===== config.mk =====
export PLATFORM = sky130hd
export DESIGN_NAME = simple_uart
export DESIGN_NICKNAME = d
export VERILOG_FILES = /design/src/rtl/simple_uart.sv
export SDC_FILE = /design/constraint.sdc
export NUM_CORES = 1
export LEC_CHECK = 0
export ABC_CLOCK_PERIOD_IN_PS = 7800
export CORE_ASPECT_RATIO = 1.25
export CORE_MARGIN = 2
export CORE_UTILIZATION = 30
export CTS_BUF_LIST = sky130_fd_sc_hd__clkbuf_2 sky130_fd_sc_hd__clkbuf_4 sky130_fd_sc_hd__clkbuf_8
export DETAILED_ROUTE_END_ITERATION = 8
export PLACE_DENSITY = 0.55
export SKIP_CTS_REPAIR_TIMING = 1
export SYNTH_ARGS = -nofsm -noshare
export SYNTH_HDL_FRONTEND = slang
export SYNTH_SLANG_ARGS = --single-unit

===== constraint.sdc =====
create_clock -name clk -period 7.8 [get_ports clk]
set_input_delay 1.17 -clock clk [delete_from_list [all_inputs] [get_ports clk]]
set_output_delay 1.17 -clock clk [all_outputs]
set_load 0.1 [all_outputs]

===== src/rtl/simple_uart.sv =====
// simple_uart: full-duplex 8N1 UART with run-time clocks-per-bit divisor; define SIMPLE_UART_FRAME_CHECK_EN to drop frames with a low stop bit
module simple_uart (
  input  logic        clk,
  input  logic        rst,
  input  logic [15:0] clkdiv,
  output logic        tx,
  input  logic [7:0]  txin,
  input  logic        txrdy,
  output logic        txactive,
  input  logic        rx,
  output logic [7:0]  rxout,
  output logic        rxrdy,
  output logic        rxactive
);
  typedef enum logic [1:0] {IDLE, START, DATA, STOP} state_t;
  state_t tx_state, tx_state_n, rx_state, rx_state_n;
  logic [15:0] div_eff, tx_div, tx_cnt, rx_div, rx_cnt;
  logic [7:0] tx_sh, rx_sh;
  logic [2:0] tx_idx, rx_idx;
  logic tx_end, rx_s1, rx_s2, rx_s3, rx_fall, rx_samp, rx_ok;
  assign div_eff = clkdiv < 16'd2 ? 16'd2 : clkdiv;
  assign tx_end = tx_cnt == tx_div - 16'd1;
  assign txactive = tx_state != IDLE;
  always_comb begin
    tx_state_n = tx_state;
    case (tx_state)
      IDLE:    if (txrdy) tx_state_n = START;
      START:   if (tx_end) tx_state_n = DATA;
      DATA:    if (tx_end && tx_idx == 3'd7) tx_state_n = STOP;
      STOP:    if (tx_end) tx_state_n = IDLE;
      default: tx_state_n = IDLE;
    endcase
  end
  // the shift register fills with ones, so the ninth shift-out is the stop bit
  always_ff @(posedge clk) begin
    if (rst) begin
      tx_state <= IDLE;
      tx <= 1'b1;
      tx_cnt <= 16'd0;
      tx_div <= 16'd2;
      tx_sh <= 8'd0;
      tx_idx <= 3'd0;
    end else begin
      tx_state <= tx_state_n;
      tx_cnt <= (tx_state == IDLE || tx_end) ? 16'd0 : tx_cnt + 16'd1;
      if (tx_state == IDLE && txrdy) begin
        tx_sh <= txin;
        tx_div <= div_eff;
        tx <= 1'b0;
        tx_idx <= 3'd0;
      end else if (tx_end && (tx_state == START || tx_state == DATA)) begin
        tx <= tx_sh[0];
        tx_sh <= {1'b1, tx_sh[7:1]};
        if (tx_state == DATA) tx_idx <= tx_idx + 3'd1;
      end
    end
  end
  // START samples at half a bit; every later sample is one full bit after the previous
  assign rx_fall = rx_s3 & ~rx_s2;
  assign rx_samp = rx_cnt == (rx_state == START ? {1'b0, rx_div[15:1]} - 16'd1 : rx_div - 16'd1);
  assign rxactive = rx_state != IDLE;
`ifdef SIMPLE_UART_FRAME_CHECK_EN
  assign rx_ok = rx_s2;
`else
  assign rx_ok = 1'b1;
`endif
  always_comb begin
    rx_state_n = rx_state;
    case (rx_state)
      IDLE:    if (rx_fall) rx_state_n = START;
      START:   if (rx_samp) rx_state_n = rx_s2 ? IDLE : DATA;
      DATA:    if (rx_samp && rx_idx == 3'd7) rx_state_n = STOP;
      STOP:    if (rx_samp) rx_state_n = IDLE;
      default: rx_state_n = IDLE;
    endcase
  end
  always_ff @(posedge clk) begin
    if (rst) begin
      {rx_s3, rx_s2, rx_s1} <= 3'b111;
      rx_state <= IDLE;
      rx_cnt <= 16'd0;
      rx_div <= 16'd2;
      rx_sh <= 8'd0;
      rx_idx <= 3'd0;
      rxout <= 8'd0;
      rxrdy <= 1'b0;
    end else begin
      {rx_s3, rx_s2, rx_s1} <= {rx_s2, rx_s1, rx};
      rx_state <= rx_state_n;
      rx_cnt <= (rx_state == IDLE || rx_samp) ? 16'd0 : rx_cnt + 16'd1;
      rxrdy <= rx_state == STOP && rx_samp && rx_ok;
      if (rx_state == IDLE && rx_fall) begin
        rx_div <= div_eff;
        rx_idx <= 3'd0;
      end
      if (rx_state == DATA && rx_samp) begin
        rx_sh <= {rx_s2, rx_sh[7:1]};
        rx_idx <= rx_idx + 3'd1;
      end
      if (rx_state == STOP && rx_samp && rx_ok) rxout <= rx_sh;
    end
  end
endmodule


==> results.py <==
metrics = {
    "status": {
        "status": "finished clean",
    },
    "timing": {
        "tns_ns": 0,
        "rsz0062_at_grt": "false",
        "relSlewSlack_pct": 29.4,
        "period_share_pct": 57.8,
        "fin_hold_ws_ns": 0.427,
        "fin_crit_ns": 4.51,
        "maxSlewViolCount": 0,
        "setup_slack_ns": 3.29,
        "skew_ns": 0.0125,
        "worst_pin_slew_ns": 1.06,
        "max_freq_ghz": 0.222,
        "hold_violations": 0,
        "report.final.setup_viol": 0,
    },
    "synthesis": {
        "synth_flop_cell": "dfxtp_1",
        "async_flop_share_pct": 0,
        "synth_nets": 727,
        "synth_area_sq_um": 5630,
        "yosys_warnings": 0,
        "synth_seq_cells": 103,
        "synth_cells": 686,
        "yosysSeqAreaShare_pct": 36.6,
        "yosysUniqueCellTypes": 66,
        "postSynthAreaPerCell_sq_um": 8.21,
        "synth_edf_count": 0,
    },
    "detailed_routing": {
        "drtIter0Drc": 234,
        "first_pass_iters": 4,
        "drt_wl_total_um": 13600,
        "dr_total_vias": 4749,
        "viasPerCell": 5.09,
        "wl_per_cell_um": 14.6,
        "remaining_drc_errors": 0,
        "antenna_left": 0,
    },
    "pwr": {
        "p_total_uw": 1330,
        "power.leakage_uw": 0.00225,
        "p_per_area_nw_per_um2": 210,
        "ir_worst_vdd_uv": 77.9,
    },
    "worst_setup_path": {
        "cp_top_family": "simple AND/OR/NAND/NOR gates",
        "cp.required_ns": 8.05,
        "cp_cell_sequence": "nor2b_2, buf_4, mux2i_1, ha_1, or4b_1, o311ai_0, o31ai_1, xnor2_1, o21ai_0, or4_1, o211ai_2, nor2_1",
        "r2r-end": "rx_cnt[5]",
        "critPathArrivalTime_ns": 4.76,
        "critPathMaxStageDelay_ns": 0.67,
        "crit_type": "flop to flop",
        "end_kind": "flop",
        "critPathBufInv": 1,
        "reg2reg_slack_ns": 3.29,
        "slowest_stage": "or4_1",
        "reg2regPathDepth": 12,
        "worstSetupStartpointType": "flop",
        "worstPathMaxFanout": 25,
        "timing.rr.start": "rx_state[0]",
    },
    "clocking": {
        "clock-root-buffer": "clkbuf_8",
        "cts_tree": "yes",
        "cts.clk_slew.worst_paths_ns": 0.10,
        "h-tree-depth": 3,
        "cts_sinks": 103,
        "clock_latency_ns": 0.39,
        "clock_path_buffers": 2,
        "cts_inserted_buffers": 9,
    },
    "floorplan": {
        "core_sq_um": 18600,
        "dieArea_sq_um": 19900,
        "die_w_um": 127,
        "io_pins": 40,
        "die_y_um": 157,
        "row_count": 56,
        "start_util_pct": 30.3,
    },
    "grt": {
        "grt_pass1_vias": 4506,
        "antenna_found_initial": 0,
        "grt_remaining_overflow": 0,
        "grt_pass1_wl_um": 22500,
        "grtUsageTotal_pct": 14.0,
        "grt_start_max_net_pins": 51,
    },
    "hold_path": {
        "holdPathEnd": "rx_s2",
        "hold_depth": 1,
        "hold_path.class": "flop to flop",
        "min-delay-start": "rx_s1",
    },
    "placed_design": {
        "port_buffers": 39,
        "place_congestion": 0.826,
        "dpl.hpwl_um": 9880,
        "pre_cts_ws_ns": 3.29,
    },
    "flow_run": {
        "cap_violations": 0,
    },
    "layout": {
        "drive_gt1_share_pct": 5.85,
        "insertedDiodeCount": 0,
        "fillers": 1953,
        "area_growth_pct": 12.2,
        "fin_nets": 738,
        "fin_util_pct": 34.1,
    },
}
==> metal layers <==
| metal | GRT usage, % | up-vias | wire length, um |
|---|---|---|---|
| met5 | 0 | - | 0 |
| met4 | 7.22 | 0 | 435 |
| met3 | 1.94 | 25 | 340 |
| met2 | 24.3 | 66 | 6760 |
| met1 | 16.7 | 2223 | 6090 |
| li1 | - | 2435 | - |
==> through the flow <==
step / area [sq um] / instances
after floorplan: 5630 / 686
after global placement: 6150 / 918
after detailed placement: 6150 / 918
after CTS: 6320 / 933
after global routing: 6320 / 933
final: 6320 / 933
==> synth_stat cells (5+ instances only) <==
library cell | instances | share of area [%]
dfxtp_1 | 103 | 37
nand2_1 | 92 | 6.1
a21oi_1 | 55 | 4.9
nor2_1 | 55 | 3.7
xnor2_1 | 45 | 7.0
mux2i_1 | 28 | 5.0
clkbuf_1 | 27 | 1.8
xor2_1 | 23 | 3.6
inv_1 | 20 | 1.3
nand3_1 | 20 | 1.8
o21ai_0 | 19 | 1.7
nand4_1 | 18 | 2.0
nor3_1 | 16 | 1.4
nor4_1 | 14 | 1.6
ha_1 | 13 | 2.9
and3_1 | 11 | 1.2
o31ai_1 | 11 | 1.5
buf_2 | 10 | 0.89
a211oi_1 | 9 | 1.2
or2_2 | 7 | 0.78
or3_1 | 6 | 0.67
or4_1 | 6 | 0.80
nor2b_1 | 5 | 0.56
==> cell usage in the layout (no fill, tap or decap), drive strengths merged, types with 8 or more instances in the layout <==
cell type / synthesis / final
clkbuf: 27 / 10
nor3: 16 / 16
o31ai: 11 / 11
or2: 8 / 8
nand2: 92 / 92
nand3: 20 / 20
a21oi: 56 / 56
a211oi: 9 / 9
inv: 20 / 20
xor2: 23 / 23
and3: 11 / 11
o21ai: 22 / 22
clkdlybuf4s50: 0 / 38
mux2i: 28 / 28
nor2: 55 / 55
xnor2: 45 / 45
ha: 13 / 13
dfxtp: 103 / 103
nor4: 18 / 18
nand4: 18 / 18
==> worst register-to-register path, stage by stage (launching register included) <==
cell,delay (ns)
dfxtp_1,0.54
nor2b_2,0.20
buf_4,0.29
mux2i_1,0.32
ha_1,0.27
or4b_1,0.49
o311ai_0,0.31
o31ai_1,0.15
xnor2_1,0.20
o21ai_0,0.16
or4_1,0.67
o211ai_2,0.65
nor2_1,0.12
==> final cells by class <==
cell class,count,area (sq um),area share [%]
Tap cell,232,290,4.59
Sequential cell,103,2060,32.6
Inverter,20,75.1,1.19
Multi-Input combinational cell,521,3320,52.4
Clock inverter,5,35.0,0.554
Clock buffer,10,138,2.18
Timing Repair Buffer,42,408,6.45
==> state kept, by name (all words and copies together) (netlist names), named ones only <==
register	flops
tx_div	16
rx_idx	3
rxout	8
tx_state	2
tx_cnt	16
tx_sh	8
rx_div	16
rx_state	1
rx_cnt	16
rx_sh	8
tx	1
rx_s2	1
tx_idx	3
rx_s1	1
rxrdy	1
rx_s3	1
==> worst max-delay path by stage <==
stage | start | to | slack [ns] | depth (start not counted)
floorplan | rx_state[0] | rx_cnt[13] | 4.23 | 14
global placement | rx_state[0] | rx_cnt[13] | 3.44 | 12
detailed placement | rx_state[0] | rx_cnt[5] | 3.29 | 12
CTS | rx_state[0] | rx_cnt[5] | 3.28 | 12
global route | rx_state[0] | rx_cnt[3] | 2.92 | 12
finish | rx_state[0] | rx_cnt[5] | 3.29 | 12
==> power breakdown <==
group | leakage (uW) | total [uW] | internal [uW] | switching [uW]
Sequential | 0.000837 | 615 | 568 | 47.3
Clock | 0.0000881 | 317 | 123 | 194
Combinational | 0.00132 | 397 | 148 | 249
Total | 0.00225 | 1330 | 839 | 490
==> cells by family (layout without fill, tap and decap cells) <==
logic type                 Yosys count  count (layout)  share of synthesized area [%]
buffers and inverters               62              77                           4.69
xor gates and xnor gates            69              69                           11.0
muxes                               29              29                           5.17
adders and majority gates           13              13                           2.89
DFF                                103             103                           36.6
and+or+nand+nor                    281             281                           25.2
AOI/OAI and AO/OA                  129             129                           14.4
Power figures use the tool's default switching activity.
